[src/rtl/alu_issue_queue_if.sv]
// Command handshake between an upstream issuer, the issue queue and the arithmetic unit.
// The master side issues commands and consumes results; the slave side is the queue.
interface alu_issue_queue_if #(
    parameter int N = 4
);
    logic         in_valid;
    logic         in_ready;
    logic [N-1:0] in_a;
    logic [N-1:0] in_b;
    logic [2:0]   in_op;
    logic [N-1:0] a;
    logic [N-1:0] b;
    logic [2:0]   instruction;
    logic         out_valid;
    logic         out_ready;

    modport master (
        output in_valid, in_a, in_b, in_op, out_ready,
        input  in_ready, a, b, instruction, out_valid
    );

    modport slave (
        input  in_valid, in_a, in_b, in_op, out_ready,
        output in_ready, a, b, instruction, out_valid
    );
endinterface

[src/rtl/alu_issue_queue.sv]
// Issue queue: DEPTH-entry circular FIFO plus one output register feeding the arithmetic unit.
// Latency: a command accepted into an empty queue is presented one edge later (no bypass).
// Backpressure: in_ready = (level < DEPTH) from registered state; output register stalls on !out_ready.
module alu_issue_queue #(
    parameter int N     = 4,
    parameter int DEPTH = 4
) (
    input  logic                     clk,
    input  logic                     rst_n,
    input  logic                     flush,
    input  logic                     clr_err,
    alu_issue_queue_if.slave         bus,
    output logic [$clog2(DEPTH):0]   level,
    output logic                     err
);
    localparam int AW = $clog2(DEPTH);
    localparam int LW = AW + 1;
    localparam logic [LW-1:0] FULL_LVL = LW'(DEPTH);

    typedef struct packed {
        logic [2:0]   op;
        logic [N-1:0] a;
        logic [N-1:0] b;
    } cmd_t;

    cmd_t          mem [DEPTH];
    cmd_t          in_cmd;
    cmd_t          head_cmd;
    logic [AW-1:0] wr_ptr;
    logic [AW-1:0] rd_ptr;
    logic          out_vld_q;
    logic          accept;
    logic          legal;
    logic          push;
    logic          pop;

    assign in_cmd   = '{op: bus.in_op, a: bus.in_a, b: bus.in_b};
    assign head_cmd = mem[rd_ptr];

    // Opcodes 010 and 011 have no arithmetic-unit encoding; such commands are dropped and flagged.
    assign legal  = (bus.in_op != 3'b010) && (bus.in_op != 3'b011);
    assign accept = bus.in_valid && bus.in_ready && !flush;
    assign push   = accept && legal;
    assign pop    = (level != '0) && (!out_vld_q || bus.out_ready) && !flush;

    assign bus.in_ready  = (level < FULL_LVL);
    assign bus.out_valid = out_vld_q;

    always_ff @(posedge clk) begin
        if (push) begin
            mem[wr_ptr] <= in_cmd;
        end
    end

    always_ff @(posedge clk or negedge rst_n) begin
        if (!rst_n) begin
            wr_ptr <= '0;
            rd_ptr <= '0;
            level  <= '0;
        end else if (flush) begin
            wr_ptr <= '0;
            rd_ptr <= '0;
            level  <= '0;
        end else begin
            if (push) begin
                wr_ptr <= wr_ptr + 1'b1;
            end
            if (pop) begin
                rd_ptr <= rd_ptr + 1'b1;
            end
            // Full/empty are tracked by level; pointer equality is ambiguous.
            if (push && !pop) begin
                level <= level + 1'b1;
            end else if (pop && !push) begin
                level <= level - 1'b1;
            end
        end
    end

    always_ff @(posedge clk or negedge rst_n) begin
        if (!rst_n) begin
            out_vld_q       <= 1'b0;
            bus.a           <= '0;
            bus.b           <= '0;
            bus.instruction <= 3'b000;
        end else if (flush) begin
            out_vld_q <= 1'b0;
        end else if (pop) begin
            out_vld_q       <= 1'b1;
            bus.a           <= head_cmd.a;
            bus.b           <= head_cmd.b;
            bus.instruction <= head_cmd.op;
        end else if (bus.out_ready) begin
            out_vld_q <= 1'b0;
        end
    end

    // A new illegal accept wins over a simultaneous clear.
    always_ff @(posedge clk or negedge rst_n) begin
        if (!rst_n) begin
            err <= 1'b0;
        end else if (accept && !legal) begin
            err <= 1'b1;
        end else if (clr_err) begin
            err <= 1'b0;
        end
    end
endmodule

[src/flat_wrapper.sv]
// flat-port wrapper written by rule: the top's interface ports become plain ports
module alu_issue_queue_flat 
#(
    parameter int N     = 4,
    parameter int DEPTH = 4
)
  (clk, rst_n, flush, clr_err, level, err, bus_in_valid, bus_in_a, bus_in_b, bus_in_op, bus_out_ready, bus_in_ready, bus_a, bus_b, bus_instruction, bus_out_valid);
  alu_issue_queue_if #(.N(N)) bus_i ();
  input  logic clk;
  input  logic rst_n;
  input  logic flush;
  input  logic clr_err;
  output logic [$clog2(DEPTH):0] level;
  output logic err;
  input wire logic [$bits(bus_i.in_valid)-1:0] bus_in_valid;
  input wire logic [$bits(bus_i.in_a)-1:0] bus_in_a;
  input wire logic [$bits(bus_i.in_b)-1:0] bus_in_b;
  input wire logic [$bits(bus_i.in_op)-1:0] bus_in_op;
  input wire logic [$bits(bus_i.out_ready)-1:0] bus_out_ready;
  output wire logic [$bits(bus_i.in_ready)-1:0] bus_in_ready;
  output wire logic [$bits(bus_i.a)-1:0] bus_a;
  output wire logic [$bits(bus_i.b)-1:0] bus_b;
  output wire logic [$bits(bus_i.instruction)-1:0] bus_instruction;
  output wire logic [$bits(bus_i.out_valid)-1:0] bus_out_valid;
  assign bus_i.in_valid = bus_in_valid;
  assign bus_i.in_a = bus_in_a;
  assign bus_i.in_b = bus_in_b;
  assign bus_i.in_op = bus_in_op;
  assign bus_i.out_ready = bus_out_ready;
  assign bus_in_ready = bus_i.in_ready;
  assign bus_a = bus_i.a;
  assign bus_b = bus_i.b;
  assign bus_instruction = bus_i.instruction;
  assign bus_out_valid = bus_i.out_valid;
  alu_issue_queue #(.N(N), .DEPTH(DEPTH)) u_core (.clk(clk), .rst_n(rst_n), .flush(flush), .clr_err(clr_err), .bus(bus_i), .level(level), .err(err));
endmodule
[config.mk]
export PLATFORM = sky130hd
export DESIGN_NAME = alu_issue_queue_flat
export DESIGN_NICKNAME = d
export VERILOG_FILES = /design/src/rtl/alu_issue_queue_if.sv /design/src/rtl/alu_issue_queue.sv /design/src/flat_wrapper.sv
export SDC_FILE = /design/constraint.sdc
export NUM_CORES = 1
export LEC_CHECK = 0
export CAP_MARGIN = 10
export CORE_ASPECT_RATIO = 0.9
export CORE_MARGIN = 5
export CORE_UTILIZATION = 50
export CTS_CLUSTER_SIZE = 25
export DETAILED_ROUTE_END_ITERATION = 10
export GPL_TIMING_DRIVEN = 0
export HOLD_SLACK_MARGIN = 0.06
export PLACE_DENSITY = 0.7
export SYNTH_ARGS = -nofsm -noshare
export SYNTH_HDL_FRONTEND = slang
export SYNTH_SLANG_ARGS = --single-unit
[constraint.sdc]
create_clock -name clk -period 2.1 [get_ports clk]
set_input_delay 0.42 -clock clk [delete_from_list [all_inputs] [get_ports clk]]
set_output_delay 0.42 -clock clk [all_outputs]
set_load 0.02 [all_outputs]
==> impl_metrics.json <==
{
  "outcome": "finished, final reports clean",
  "yosysTopAreaCell": "edfxtp_1",
  "relSlewSlack": 0.343,
  "fin_setup_tns_ns": 0,
  "num_rows": 25,
  "core_area_mm2": 0.00522,
  "r2r_slack_ns": 0.17,
  "initial_core_util": 0.509,
  "port_buffers": 33,
  "rsz0062_at_grt": "no",
  "syn2layout_area_growth_pct": 22.7,
  "power.share.clock": 0.211,
  "drive_gt1_frac": 0.187,
  "dp_cells": 244,
  "yosys-top-cells-count": "edfxtp_1 (44), dfrtp_1 (20), mux2_4 (10)",
  "syn_nets": 166,
  "ant_nets": 0,
  "gp_congestion": 0.711,
  "fin_skew_ns": 0.00493,
  "crit_type": "flip-flop to output pin",
  "wire_per_inst_um": 18.3,
  "fin_crit_ns": 1.96,
  "post-route-cell-area_mm2": 0.00327,
  "p_per_area_mw_per_mm2": 1210,
  "pwr-share-seq": 0.429,
  "grt_pass1_wl_um": 7670,
  "cts.path.max_buffers": 2,
  "final_nets": 210,
  "syn-cell-area_mm2": 0.00266,
  "die_area_mm2": 0.00688,
  "ir_worst_vdd_v": 0.000748,
  "cts_root_buf": "clkbuf_8",
  "hold_viol_final": 0,
  "grt_max_degree": 21,
  "crit_fanout": 8,
  "cts_tree": "yes",
  "ys_ff_latch": 64,
  "firstDrtPassIters": 4,
  "yosysWarnings": 0,
  "cp.required_ns": 1.68,
  "crit_path_start_kind": "flip-flop",
  "drt_iter0_drc": 45,
  "power.share.switching": 0.303,
  "r2r_start": "u_core.level[2]",
  "drc": 0,
  "dp_hpwl_um": 3180,
  "place_ws_ns": -0.759,
  "synth.avg_cell_area_um2": 18.5,
  "synth_edf_count": 44,
  "critPathArrivalTime_ns": 1.54,
  "overflow": 0,
  "die_w_um": 86.9,
  "worst_pin_slew_ns": 0.983,
  "synth_ff_type": "edfxtp_1",
  "setup_viol": 0,
  "htree_levels": 3,
  "clk_pin_slew_ns": 0.06,
  "synth_cells": 144,
  "die_h_um": 79.2,
  "power_leakage_nw": 1.25,
  "p_int_mw": 2.76,
  "crit_path_end_kind": "output pin",
  "num_vias": 1372,
  "postPlaceCellArea_mm2": 0.00308,
  "cts-buffers-inserted": 9,
  "hp-class": "input port to flip-flop",
  "clock_sinks": 64,
  "fin_crit_sh": 0.931,
  "io_pins": 34,
  "power.switching_mw": 1.20,
  "synth_top_cell_area_share": 0.496,
  "comb_power_share": 0.361,
  "grt_pass1_vias": 1487,
  "max_cap_viol_count": 0,
  "min-delay-start": "bus_in_valid",
  "yosysUniqueCellTypes": 33,
  "grtUsageTotal": 0.156,
  "hold_buffers": 0,
  "via_per_inst": 5.28,
  "fillers": 354,
  "clock_latency_ns": 0.32,
  "wl_um": 4750,
  "startpoint": "u_core.level[2]",
  "synth_seq_area_share": 0.685,
  "num_antenna_cells": 0,
  "max_freq_mhz": 511,
  "fin_cells": 260,
  "setup_ws_ns": 0.144,
  "yosysMostFrequentCell": "edfxtp_1",
  "total_power_mw": 3.96,
  "synth_async_sr_flop_share": 0.313,
  "antenna_found_initial": 0,
  "synth_area_leaders": "edfxtp_1 (50%), dfrtp_1 (19%), mux4_1 (8.9%), mux2_4 (5.6%), ha_1 (1.9%)",
  "final_max_slew_viol_count": 0
}
==> power groups by stage <==
stage               Sequential [mW]  Combinational, mW  Clock (mW)
finish                         1.70               1.43       0.834
global route                   1.72               1.55       0.923
CTS                            1.70               1.44       0.859
detailed placement             1.72               1.43           0
global placement               1.71               1.38           0
floorplan                      1.87              0.761           0
==> cell usage in the layout (no fill, tap or decap), types with 2 or more instances in the layout <==
master / n
a21oi_1: 2
mux4_2: 2
buf_4: 2
edfxtp_1: 44
dfrtp_1: 20
inv_1: 7
clkbuf_1: 6
nor3_1: 2
clkbuf_8: 9
mux4_1: 9
buf_6: 2
nand2_1: 4
mux2_2: 2
o21ai_0: 2
xor2_1: 2
a211oi_1: 2
and2_1: 5
nor2_1: 3
ha_1: 4
clkdlybuf4s50_1: 29
mux2_4: 10
dlymetal6s2s_1: 3
==> final timing paths <==
check                                    to  cells past startpoint
min                              u_core.err                      3
max reg2reg                 u_core.level[2]                      7
max in group asynchronous  u_core.wr_ptr[0]                      1
min reg2reg                 u_core.bus.b[0]                      1
max                            bus_in_ready                      2
min in group asynchronous   u_core.bus.b[1]                      1
==> per-stage QoR <==
step	hold slack, ns	utilization
floorplan	0.124	-
global placement	0.491	0.589
detailed placement	0.493	0.589
CTS	0.513	0.620
global route	0.443	0.625
finish	0.442	0.625
==> state kept, by name (all words and copies together) (netlist names) <==
signal and cells:
u_core.bus.a 4, u_core.bus.b 4, u_core.bus.instruction 3, u_core.bus.out_valid 1
u_core.err 1, u_core.level 3, u_core.mem 44, u_core.rd_ptr 2
u_core.wr_ptr 2
==> area by class of cell <==
type | instances | area (um2) | share of cell area
sequential | 64 | 1820 | 0.558
multi-input combinational | 68 | 805 | 0.246
timing repair buffer | 35 | 352 | 0.108
clock buffer | 14 | 143 | 0.0437
tap | 67 | 83.8 | 0.0257
buffer | 3 | 26.3 | 0.00805
inverter | 7 | 26.3 | 0.00805
clock inverter | 2 | 8.76 | 0.00268
==> logic make-up (layout without fill, tap and decap cells) <==
| kind of cell | Yosys count | count (layout) | share of synthesized area |
|---|---|---|---|
| adder cells (fa/ha/maj) | 5 | 5 | 0.0263 |
| multiplexers | 23 | 23 | 0.171 |
| buffers and inverters | 12 | 61 | 0.0226 |
| AO/OA/AOI/OAI | 12 | 12 | 0.0329 |
| AND/OR/NAND/NOR | 25 | 25 | 0.0531 |
| flip-flops | 64 | 64 | 0.685 |
| XOR/XNOR | 3 | 3 | 0.00987 |
==> worst max-delay path, stage by stage, from the launching register on <==
cell and delay, ns:
dfrtp_1 0.48, inv_1 0.12, clkdlybuf4s50_1 0.61
==> metal layers <==
layer  GRT usage  routed length, um  vias up
li1            -                  -      639
met1       0.176               1930      698
met2       0.267               2530       28
met3      0.0685                230        7
met4      0.0421                 57        0
met5           0                  0        -
==> repair_timing <==
action	CTS	global route
buffers inserted	0	2
endpoints found under the setup margin	46	39
pin swaps	0	1
gates resized for setup	7	4
cloned	0	0
hold endpoints to repair	0	0
Power figures use the tool's default switching activity.
